<file path="config.mk">
export PLATFORM = sky130hd
export DESIGN_NAME = mac_requant
export DESIGN_NICKNAME = d
export VERILOG_FILES = /design/src/rtl/mac_pkg.sv /design/src/rtl/mac_requant_fifo.sv /design/src/rtl/mac_requant.sv
export SDC_FILE = /design/constraint.sdc
export NUM_CORES = 1
export LEC_CHECK = 0
export BUFFER_PORTS_ARGS = -buffer_cell sky130_fd_sc_hd__buf_4
export CORE_AREA = 8 8 181 183
export CTS_BUF_LIST = sky130_fd_sc_hd__clkbuf_8
export DETAILED_ROUTE_END_ITERATION = 12
export DIE_AREA = 0 0 189 191
export PLACE_DENSITY_LB_ADDON = 0.12
export REMOVE_ABC_BUFFERS = 1
export SETUP_SLACK_MARGIN = 0.2
export SYNTH_ARGS = -nofsm -noshare
export SYNTH_HDL_FRONTEND = slang
export SYNTH_HIERARCHICAL = 1
export SYNTH_SLANG_ARGS = --single-unit
</file>
<file path="constraint.sdc">
create_clock -name clk -period 9 [get_ports clk]
set_clock_uncertainty 0.05 [all_clocks]
set_input_delay 0 -clock clk [delete_from_list [all_inputs] [get_ports clk]]
set_output_delay 0 -clock clk [all_outputs]
set_load 0.05 [all_outputs]
</file>
<file path="src/rtl/mac_pkg.sv">
// Shared widths, derived sizes, saturation limits and FIFO entry type for the
// post-MAC requantisation stage.
package mac_pkg;

    localparam int unsigned WEIGHT_WIDTH  = 16;
    localparam int unsigned FEATURE_WIDTH = 16;
    localparam int unsigned ACC_WIDTH     = WEIGHT_WIDTH + FEATURE_WIDTH + 1;
    localparam int unsigned SHIFT_WIDTH   = 5;
    localparam int unsigned FIFO_DEPTH    = 4;

    localparam int unsigned CNT_WIDTH = $clog2(FIFO_DEPTH + 1);
    localparam int unsigned PTR_WIDTH = $clog2(FIFO_DEPTH);

    // Wide enough that bias << shift plus the accumulator can never overflow.
    function automatic int unsigned calc_sum_width(input int unsigned acc_w,
                                                   input int unsigned feat_w,
                                                   input int unsigned shift_w);
        int unsigned biased_w;
        biased_w = feat_w + (32'd1 << shift_w) - 1;
        return ((acc_w > biased_w) ? acc_w : biased_w) + 1;
    endfunction

    localparam int unsigned SUM_WIDTH = calc_sum_width(ACC_WIDTH, FEATURE_WIDTH, SHIFT_WIDTH);
    // One extra bit so the rounding increment cannot wrap.
    localparam int unsigned R_WIDTH   = SUM_WIDTH + 1;

    localparam logic [FEATURE_WIDTH-1:0] SAT_MAX = {1'b0, {(FEATURE_WIDTH-1){1'b1}}};
    localparam logic [FEATURE_WIDTH-1:0] SAT_MIN = {1'b1, {(FEATURE_WIDTH-1){1'b0}}};

    localparam logic signed [R_WIDTH-1:0] SAT_MAX_EXT =
        {{(R_WIDTH-FEATURE_WIDTH){1'b0}}, SAT_MAX};
    localparam logic signed [R_WIDTH-1:0] SAT_MIN_EXT =
        {{(R_WIDTH-FEATURE_WIDTH){1'b1}}, SAT_MIN};

    typedef struct packed {
        logic [FEATURE_WIDTH-1:0] data;
        logic                     sat;
    } fifo_entry_t;

endpackage

</file>
<file path="src/rtl/mac_requant_fifo.sv">
// Small synchronous FIFO for requantised results. Head is read combinationally
// and forced to zero when the FIFO is empty.
module mac_requant_fifo
    import mac_pkg::*;
(
    input  logic                 clk,
    input  logic                 reset,
    input  logic                 push,
    input  fifo_entry_t          wdata,
    input  logic                 pop,
    output fifo_entry_t          rdata,
    output logic                 valid,
    output logic [CNT_WIDTH-1:0] count
);

    fifo_entry_t          mem_q [FIFO_DEPTH];
    fifo_entry_t          mem_d [FIFO_DEPTH];
    logic [PTR_WIDTH-1:0] wr_ptr_q, wr_ptr_d;
    logic [PTR_WIDTH-1:0] rd_ptr_q, rd_ptr_d;
    logic [CNT_WIDTH-1:0] count_q, count_d;
    logic                 do_pop;

    // Next-state for storage, pointers and occupancy; push into a full FIFO is
    // only legal alongside a pop, which upstream credits guarantee.
    always_comb begin
        mem_d    = mem_q;
        wr_ptr_d = wr_ptr_q;
        rd_ptr_d = rd_ptr_q;
        do_pop   = pop && (count_q != '0);
        if (push) begin
            mem_d[wr_ptr_q] = wdata;
            wr_ptr_d        = wr_ptr_q + PTR_WIDTH'(1);
        end
        if (do_pop) begin
            rd_ptr_d = rd_ptr_q + PTR_WIDTH'(1);
        end
        count_d = count_q + CNT_WIDTH'(push) - CNT_WIDTH'(do_pop);
    end

    // State registers, cleared asynchronously.
    always_ff @(posedge clk or posedge reset) begin
        if (reset) begin
            for (int i = 0; i < FIFO_DEPTH; i++) begin
                mem_q[i] <= '0;
            end
            wr_ptr_q <= '0;
            rd_ptr_q <= '0;
            count_q  <= '0;
        end else begin
            mem_q    <= mem_d;
            wr_ptr_q <= wr_ptr_d;
            rd_ptr_q <= rd_ptr_d;
            count_q  <= count_d;
        end
    end

    // Head output, zeroed when empty.
    always_comb begin
        valid = (count_q != '0);
        rdata = valid ? mem_q[rd_ptr_q] : '0;
        count = count_q;
    end

endmodule

</file>
<file path="src/rtl/mac_requant.sv">
// Requantisation of MAC accumulator results: bias add, rounding right shift,
// optional ReLU, saturation, then a credit-flow-controlled output FIFO.
module mac_requant
    import mac_pkg::*;
(
    input  logic                     clk,
    input  logic                     reset,
    input  logic [ACC_WIDTH-1:0]     acc_in,
    input  logic                     acc_valid,
    output logic                     acc_ready,
    input  logic [FEATURE_WIDTH-1:0] bias,
    input  logic [SHIFT_WIDTH-1:0]   shift,
    input  logic                     relu_en,
    output logic [FEATURE_WIDTH-1:0] out_data,
    output logic                     out_sat,
    output logic                     out_valid,
    input  logic                     out_ready,
    input  logic                     ovf_clr,
    output logic                     overflow
);

    logic accept;
    logic drop;

    // Stage 1 state
    logic signed [SUM_WIDTH-1:0]   sum_q, sum_d;
    logic [SHIFT_WIDTH-1:0]        shift_q, shift_d;
    logic                          relu1_q, relu1_d;
    logic                          v1_q, v1_d;
    logic signed [SUM_WIDTH-1:0]   acc_ext, bias_ext;

    // Stage 2 state
    logic signed [R_WIDTH-1:0]     r_q, r_d;
    logic                          relu2_q, relu2_d;
    logic                          v2_q, v2_d;
    logic signed [R_WIDTH-1:0]     r_ext, rnd;

    logic                          overflow_q, overflow_d;
    logic [CNT_WIDTH:0]            occupancy;
    logic [CNT_WIDTH-1:0]          fifo_count;
    fifo_entry_t                   wr_entry;
    fifo_entry_t                   head;
    logic                          fifo_valid;

    // Credits: every accepted sample that has not yet left the FIFO holds one slot.
    always_comb begin
        occupancy = {1'b0, fifo_count} + (CNT_WIDTH+1)'(v1_q) + (CNT_WIDTH+1)'(v2_q);
        acc_ready = occupancy < (CNT_WIDTH+1)'(FIFO_DEPTH);
        accept    = acc_valid && acc_ready;
        drop      = acc_valid && !acc_ready;
    end

    // Stage 1: sign-extend and add the bias pre-scaled to the accumulator's fixed point.
    always_comb begin
        acc_ext  = {{(SUM_WIDTH-ACC_WIDTH){acc_in[ACC_WIDTH-1]}}, acc_in};
        bias_ext = {{(SUM_WIDTH-FEATURE_WIDTH){bias[FEATURE_WIDTH-1]}}, bias};
        sum_d    = sum_q;
        shift_d  = shift_q;
        relu1_d  = relu1_q;
        v1_d     = accept;
        if (accept) begin
            sum_d   = acc_ext + (bias_ext <<< shift);
            shift_d = shift;
            relu1_d = relu_en;
        end
    end

    // Stage 2: arithmetic right shift with round-half-up.
    always_comb begin
        r_ext   = {sum_q[SUM_WIDTH-1], sum_q};
        rnd     = '0;
        r_d     = r_q;
        relu2_d = relu2_q;
        v2_d    = v1_q;
        if (v1_q) begin
            relu2_d = relu1_q;
            if (shift_q == '0) begin
                r_d = r_ext;
            end else begin
                rnd = {{(R_WIDTH-1){1'b0}}, 1'b1} << (shift_q - SHIFT_WIDTH'(1));
                r_d = (r_ext + rnd) >>> shift_q;
            end
        end
    end

    // Stage 3: ReLU then saturate; result goes straight into the FIFO.
    always_comb begin
        wr_entry = '0;
        if (relu2_q && r_q[R_WIDTH-1]) begin
            wr_entry = '0;
        end else if (r_q > SAT_MAX_EXT) begin
            wr_entry.data = SAT_MAX;
            wr_entry.sat  = 1'b1;
        end else if (r_q < SAT_MIN_EXT) begin
            wr_entry.data = SAT_MIN;
            wr_entry.sat  = 1'b1;
        end else begin
            wr_entry.data = r_q[FEATURE_WIDTH-1:0];
            wr_entry.sat  = 1'b0;
        end
    end

    // Sticky drop flag; a new drop wins over a clear in the same cycle.
    always_comb begin
        overflow_d = overflow_q;
        if (drop) begin
            overflow_d = 1'b1;
        end else if (ovf_clr) begin
            overflow_d = 1'b0;
        end
    end

    // Pipeline and flag registers.
    always_ff @(posedge clk or posedge reset) begin
        if (reset) begin
            sum_q      <= '0;
            shift_q    <= '0;
            relu1_q    <= 1'b0;
            v1_q       <= 1'b0;
            r_q        <= '0;
            relu2_q    <= 1'b0;
            v2_q       <= 1'b0;
            overflow_q <= 1'b0;
        end else begin
            sum_q      <= sum_d;
            shift_q    <= shift_d;
            relu1_q    <= relu1_d;
            v1_q       <= v1_d;
            r_q        <= r_d;
            relu2_q    <= relu2_d;
            v2_q       <= v2_d;
            overflow_q <= overflow_d;
        end
    end

    mac_requant_fifo u_fifo (
        .clk   (clk),
        .reset (reset),
        .push  (v2_q),
        .wdata (wr_entry),
        .pop   (out_ready),
        .rdata (head),
        .valid (fifo_valid),
        .count (fifo_count)
    );

    // Output mapping.
    always_comb begin
        out_data  = head.data;
        out_sat   = head.sat;
        out_valid = fifo_valid;
        overflow  = overflow_q;
    end

endmodule

</file>
; ---- After elaboration in Yosys (flattened, before gate mapping)
; Index checks and enable logic that the tools add are counted.
[word_totals]
output_inout_bits = 20
inputBits = 60
word_cells = 61
ff_bits = 182
[classes]
shifts = 3
mux = 13
n_addsub = 9
bitwise = 2
magnitude_cmp = 6
reduce_logical = 9
[op_table]
columns = op, count
row1 = 17-bit two-way mux, 7
row2 = 68-bit bitwise mux, 1
row3 = 48-bit by 49-bit adder with 49-bit output, 1
row4 = "49-bit by 16-bit greater-than comparator with 1-bit output, second input constant", 1
row5 = "49-bit by 16-bit less-than comparator with 1-bit output, second input constant", 1
row6 = 49-bit two-way mux, 1
row7 = "1-bit by 5-bit left shift with 49-bit output, first input constant", 1
row8 = 49-bit by 5-bit >>> shifter with 49-bit output, 1
row9 = 33-bit by 48-bit adder with 48-bit output, 1
row10 = 16-bit by 5-bit <<< shifter with 48-bit output, 1
row11 = 17-bit binary-select mux with 2-bit select, 1
row12 = 17-bit demux with 2-bit select, 1
row13 = "3-bit greater-or-equal comparator, second input constant", 2
row14 = 2-bit NOT with 3-bit output, 2
row15 = 1-bit logical AND, 5
row16 = 5-bit logical NOT, 1
row17 = "5-bit by 1-bit subtractor with 5-bit output, second input constant", 1
row18 = "2-bit by 1-bit adder with 2-bit output, second input constant", 2
row19 = 3-bit by 1-bit adder with 4-bit output, 1
row20 = 4-bit by 1-bit adder with 4-bit output, 1
row21 = "4-bit by 3-bit less-than comparator with 1-bit output, second input constant", 1
row22 = 3-bit by 1-bit adder with 3-bit output, 1
row23 = "3-bit by 1-bit less-than comparator with 1-bit output, second input constant", 1
row24 = 3-bit nonzero test, 1
row25 = other kinds (4), 5

; ---- Longest topological paths before layout
[logic_depth]
depth_word = 6
ltp_mapped = 22
mapped_depth_nobuf = 20

; ---- Modules after synthesis
; Netlist, hierarchy kept.
[by_module_without_submodules]
columns = mod, area_per_inst_um2, seq_area_each_um2, cells_each, n_inst
row1 = mac_requant, 14244.9, 2677.6, 1963, 1
row2 = mac_requant_fifo, 3464.6, 1876.8, 217, 1

; ---- Least setup slack after synthesis
; Ideal clock, no wire load.
[synth_path]
path_type = flip-flop to flip-flop
start = reg shift_q[4]
end = reg r_q[40]
required_ns = 8.856
setup_time_ns = 0.094
stages_incl_launch_ff = 18
slack_ns = 4.199
arrival_ns = 4.657
period_less_slack_ns = 4.801
n_path_buf = 5
path_cell_list = dfrtp_1 -> clkbuf_1 -> clkbuf_1 -> buf_1 -> buf_1 -> nor3_1 -> ha_1 -> buf_2 -> nand2_1 -> o21ai_0 -> o211ai_1 -> a2111o_1 -> a311o_1 -> xor2_1 -> mux4_2 -> a22o_1 -> or3_1 -> a221oi_2
[synth_between]
elab_chain_len = 5
elab_cells_between_ends = 6
cone_classes = add/sub (2) / shift (2) / mux (1) / reduce/logical (1)
[synth_lines]
columns = element, line
row1 = from (decl), mac_requant.sv:27  ; logic [SHIFT_WIDTH-1:0] shift_q, shift_d;
row2 = from (signal assigned), mac_requant.sv:126  ; shift_q <= shift_d;
row3 = 5-bit by 1-bit subtractor with 5-bit output, mac_requant.sv:80  ; rnd = {{(R_WIDTH-1){1'b0}}, 1'b1} << (shift_q - SHIFT_WIDTH'(1));
row4 = 1-bit by 5-bit left shift with 49-bit output, mac_requant.sv:80
row5 = 48-bit by 49-bit adder with 49-bit output, mac_requant.sv:81  ; r_d = (r_ext + rnd) >>> shift_q;
row6 = 49-bit by 5-bit >>> shifter with 49-bit output, mac_requant.sv:81
row7 = 49-bit two-way mux *, mac_requant.sv:77  ; if (shift_q == '0) begin
row8 = to (signal assigned), mac_requant.sv:129  ; r_q <= r_d;
row9 = to (decl), mac_requant.sv:33  ; logic signed [R_WIDTH-1:0] r_q, r_d;
; Every way passes the cells marked *; elsewhere a longest branch is shown, timed or not.
; A chain may end at the register's enable or synchronous reset.

; ---- Final worst setup path
[layout_path]
start = reg shift_q[0]
end = reg r_q[26]
; Same word-level chain as after synthesis.

==> metrics list <==
* Final routed wire length divided by cell count: ~26 µm
- After clock tree synthesis, the clock-pin slew on the worst setup and hold paths is 120 ps.
- Initial core utilization: between 50 and 60%
- Number of sinks on the clock net: 182
- Hold Path Class: in -> reg
- Outcome: complete, no violations
* Pwr per Cell Area: roughly 390 mW/mm²
* DR top layer: met5
* Max VDD drop: around 0.15 mV
* Post-synth EDFFs: 0
* Final nets: about 2300
- WHS Endpoint: sum_q[28]
* Total net switching power: 4.12 mW
* First-pass DRT Iterations: 8
* Number of remaining DRC errors: 0
* Static Leakage: 8.17 nW
* Area grow syn2layout: 7.64%
- Relative slew margins: 24.6%
- GR Overflow Total: 0
- The number of max-slew violations in the final report is 0.
- The congestion estimate from routability-driven global placement came to 1.09.
* Full die area: 0.0361 mm²
* TritonCTS clock tree: yes
- In this run the core area contains 64 standard-cell rows.
* Most common library cell in the layout ignoring fill and taps: sky130_fd_sc_hd__nand2_1
- The clock tree synthesis step divided the H-tree into 4 levels.
- The via count of the first global-routing pass is 18060.
* Crit end category: flip-flop
* Internal: between 3 and 4 mW
- Maximum fanout along the worst path: 33
* Worst hold path depth: 5
- Wire length on met2: about 31000 µm
* Gates resized, CTS repair: 0
* Clock share of power: 8.2%
- TritonCTS created 17 clock buffers.
- Critical path startpoint category: flip-flop
- Number of maximum-capacitance violations: 0
- The number of hold violations in the final report was 0.
- Worst setup margin: approximately 1700 ps
- Of the total power, combinational logic draws roughly two thirds.
- The share of total power dissipated in sequential elements is 25.1%.
* Switching share of power: 55.9%
- Total vias in the final route: roughly 18000
- The clock passes through at most 2 buffers.
- Antenna violation net count after detailed routing: 0
* Setup Viol. Count Final: 0
* Total Power: 7.38 mW
* IO Count: 80
- Core footprint: about 0.030 mm²
- Routed wire length on met3: 7320 µm
- The worst setup path is of the reg -> reg kind.
* Arrival time at the worst endpoint: between 7000 and 8000 ps
* Post-placement worst setup slack: 2250 ps
* Part of the Yosys area used for sequential elements: 25.7%
* Timing startpoint of the critical path: shift_q[0]
- Gate count of the mapped netlist: 2180
- In the global route stage, overall resource usage came out at 37.3%.
* Wl on met1: 25900 µm
* Routed Wire Length: slightly below 70000 µm
- For the pin with the worst max-slew slack, the measured transition is 1100 ps.
- Final critical-path share of the clock period: 80.7%
- Largest net degree at the start of global routing: 97
- The top cell types in the final layout, fill and taps aside, are sky130_fd_sc_hd__nand2_1, sky130_fd_sc_hd__nor2_1, sky130_fd_sc_hd__dfrtp_1, sky130_fd_sc_hd__o21ai_0, sky130_fd_sc_hd__a21oi_1.
- The first global-routing pass estimated 105000 µm of wire.
- Root cell of the clock tree: sky130_fd_sc_hd__clkbuf_8
- Counting flops and latches in the post-synthesis netlist gives 182.
- Endpoint of the most critical register-to-register path: r_q[26]
- Critical register-to-register path startpoint: shift_q[0]
- In this run the register-to-register setup slack is 1740 ps.
* RSZ-0062 raised after global routing: false
* Share of flip-flops with an asynchronous set or reset: 100%
* Worst hold start: acc_in[27]
- Static timing analysis puts the maximum clock frequency at 138 MHz.
* Fin crit period: roughly 7300 ps
- Detailed Route Iter0 Violations: approximately 2300
* Vertical die dimension: 191 µm
* Reg2Reg Depth: 18
* Detailed placer's ending HPWL: ~52000 µm
* Data required, critical path: 9370 ps
* Chip Width: around 190 µm
* Netlist area before placement: around 0.018 mm²
- Clock network latency to the later pin of the worst-skew pair: 510 ps
* Synth warn: 6
- Using the TritonRoute via totals, the vias-per-cell ratio works out to a little over 7.
- In this run the mean area of a mapped cell was about 8.1 µm².
- Setup total negative slack: 0 ps
- Fill count: approximately 2600
- The synthesized netlist contains 80 unique library cells.
- In this run the tool buffered the top-level ports with 79 buffer cells.
* Initial antenna violation count: 1
- Leading register cell type out of synthesis: sky130_fd_sc_hd__dfrtp_1
- The post-route netlist has 13.5% of its cells at a drive strength greater than 1.
[routing by layer]
metal  vias to the layer above  track usage, %
li1                       8182               -
met1                      8778            45.2
met2                      1209            58.9
met3                       327            9.21
met4                         2            23.9
met5                         -               0
[synthesized netlist by cell type (all sizes together), types with 9 or more instances]
library cell / n / share of area (%)
mux2: 103 / 6.5
nor4: 19 / 0.67
mux4: 25 / 3.4
nand2b: 16 / 0.57
and4: 9 / 0.45
a21oi: 162 / 4.6
mux2i: 74 / 4.2
nor2b: 14 / 0.49
o21ai: 170 / 4.8
nand2: 237 / 5.1
nor3: 47 / 1.3
and2: 28 / 0.99
a22oi: 14 / 0.59
a21o: 42 / 1.8
a211oi: 35 / 1.5
inv: 51 / 1.1
or3: 13 / 0.46
o221ai: 18 / 0.89
o211ai: 18 / 0.76
o31ai: 9 / 0.38
a221oi: 21 / 1.1
and3: 19 / 0.67
nand3: 23 / 0.65
dfrtp: 182 / 26
ha: 86 / 6.1
o22ai: 34 / 1.2
nor2: 227 / 4.8
nand4: 36 / 1.3
or2: 12 / 0.42
clkbuf: 110 / 2.3
xnor2: 45 / 2.2
o211a: 10 / 0.57
a221o: 13 / 0.73
o21a: 19 / 0.81
buf: 36 / 1.0
xor2: 42 / 2.1
a31oi: 24 / 0.88
[through the flow]
step / cells / hold WS (ps) / utilization (%) / instance area, µm²
after global placement: 2535 / 107 / 61.3 / 18400
after CTS: 2590 / 1.52 / 63.5 / 19100
after global routing: 2590 / 35.3 / 63.5 / 19100
final: 2591 / 9.85 / 63.5 / 19100
after detailed placement: 2535 / 111 / 61.3 / 18400
after floorplan: 2034 / 55.4 / - / 17100
[critical path: stages, from the launching register on]
cell                       delay (ps)
sky130_fd_sc_hd__dfrtp_2          790
sky130_fd_sc_hd__inv_1            380
sky130_fd_sc_hd__nand2_1          450
sky130_fd_sc_hd__buf_4            320
sky130_fd_sc_hd__nor2_1           100
sky130_fd_sc_hd__nand2_1          360
sky130_fd_sc_hd__clkinv_1         490
sky130_fd_sc_hd__ha_1             690
sky130_fd_sc_hd__and4_1           350
sky130_fd_sc_hd__nor3b_1          310
sky130_fd_sc_hd__nand4_1          160
sky130_fd_sc_hd__a21oi_1          430
sky130_fd_sc_hd__nor2_1           100
sky130_fd_sc_hd__xnor2_1          360
sky130_fd_sc_hd__o22ai_1          140
sky130_fd_sc_hd__a221oi_1         760
sky130_fd_sc_hd__mux2i_1          160
sky130_fd_sc_hd__a221oi_1         570
sky130_fd_sc_hd__a221o_1          190
[repair_timing]
item,4_1_cts,5_1_grt
buffers inserted,0,0
hold buffers,24,0
endpoints found under the hold margin,150,0
[registers in the layout (all words and copies together) (netlist names)]
register,flops
overflow,1
r_q,49
relu1_q,1
relu2_q,1
shift_q,5
sum_q,48
u_fifo/count,3
u_fifo/mem_q,68
u_fifo/rd_ptr_q,2
u_fifo/wr_ptr_q,2
v1_q,1
v2_q,1
[area by class of cell]
type / count / area [µm²] / share of cell area [%]
multi-input combinational: 1798 / 12400 / 64.8
tap: 396 / 495 / 2.60
inverter: 54 / 205 / 1.08
timing repair buffer: 129 / 1030 / 5.40
clock buffer: 17 / 234 / 1.23
antenna: 1 / 2.50 / 0.0131
clock inverter: 14 / 180 / 0.945
sequential: 182 / 4560 / 23.9
[cell families after synthesis]
family                     Yosys count  synth area share (%)
AOI/OAI and AO/OA                  696                  26.0
xor gates and xnor gates            87                  4.30
adders and majority gates           89                  6.42
buffers and inverters              200                  4.51
DFF                                182                  25.7
muxes                              202                  14.1
and+or+nand+nor                    724                  18.9
[power groups by stage]
stage	combinational [mW]	sequential [mW]	clock [mW]
finish	4.92	1.85	0.605
global route	5.21	1.86	0.638
CTS	4.75	1.80	0.606
detailed placement	4.72	1.81	0
global placement	4.62	1.78	0
floorplan	3.24	1.60	0
[worst max-delay path by stage]
stage | to | slack (ps) | cells past startpoint
6_report | r_q[26] | 1740 | 18
5_1_grt | r_q[26] | 1620 | 18
4_1_cts | r_q[33] | 2150 | 17
3_5_place_dp | r_q[33] | 2250 | 17
3_3_place_gp | r_q[26] | 2120 | 18
2_1_floorplan | r_q[40] | 2160 | 16
No activity file was read; power rests on OpenSTA's default activity.
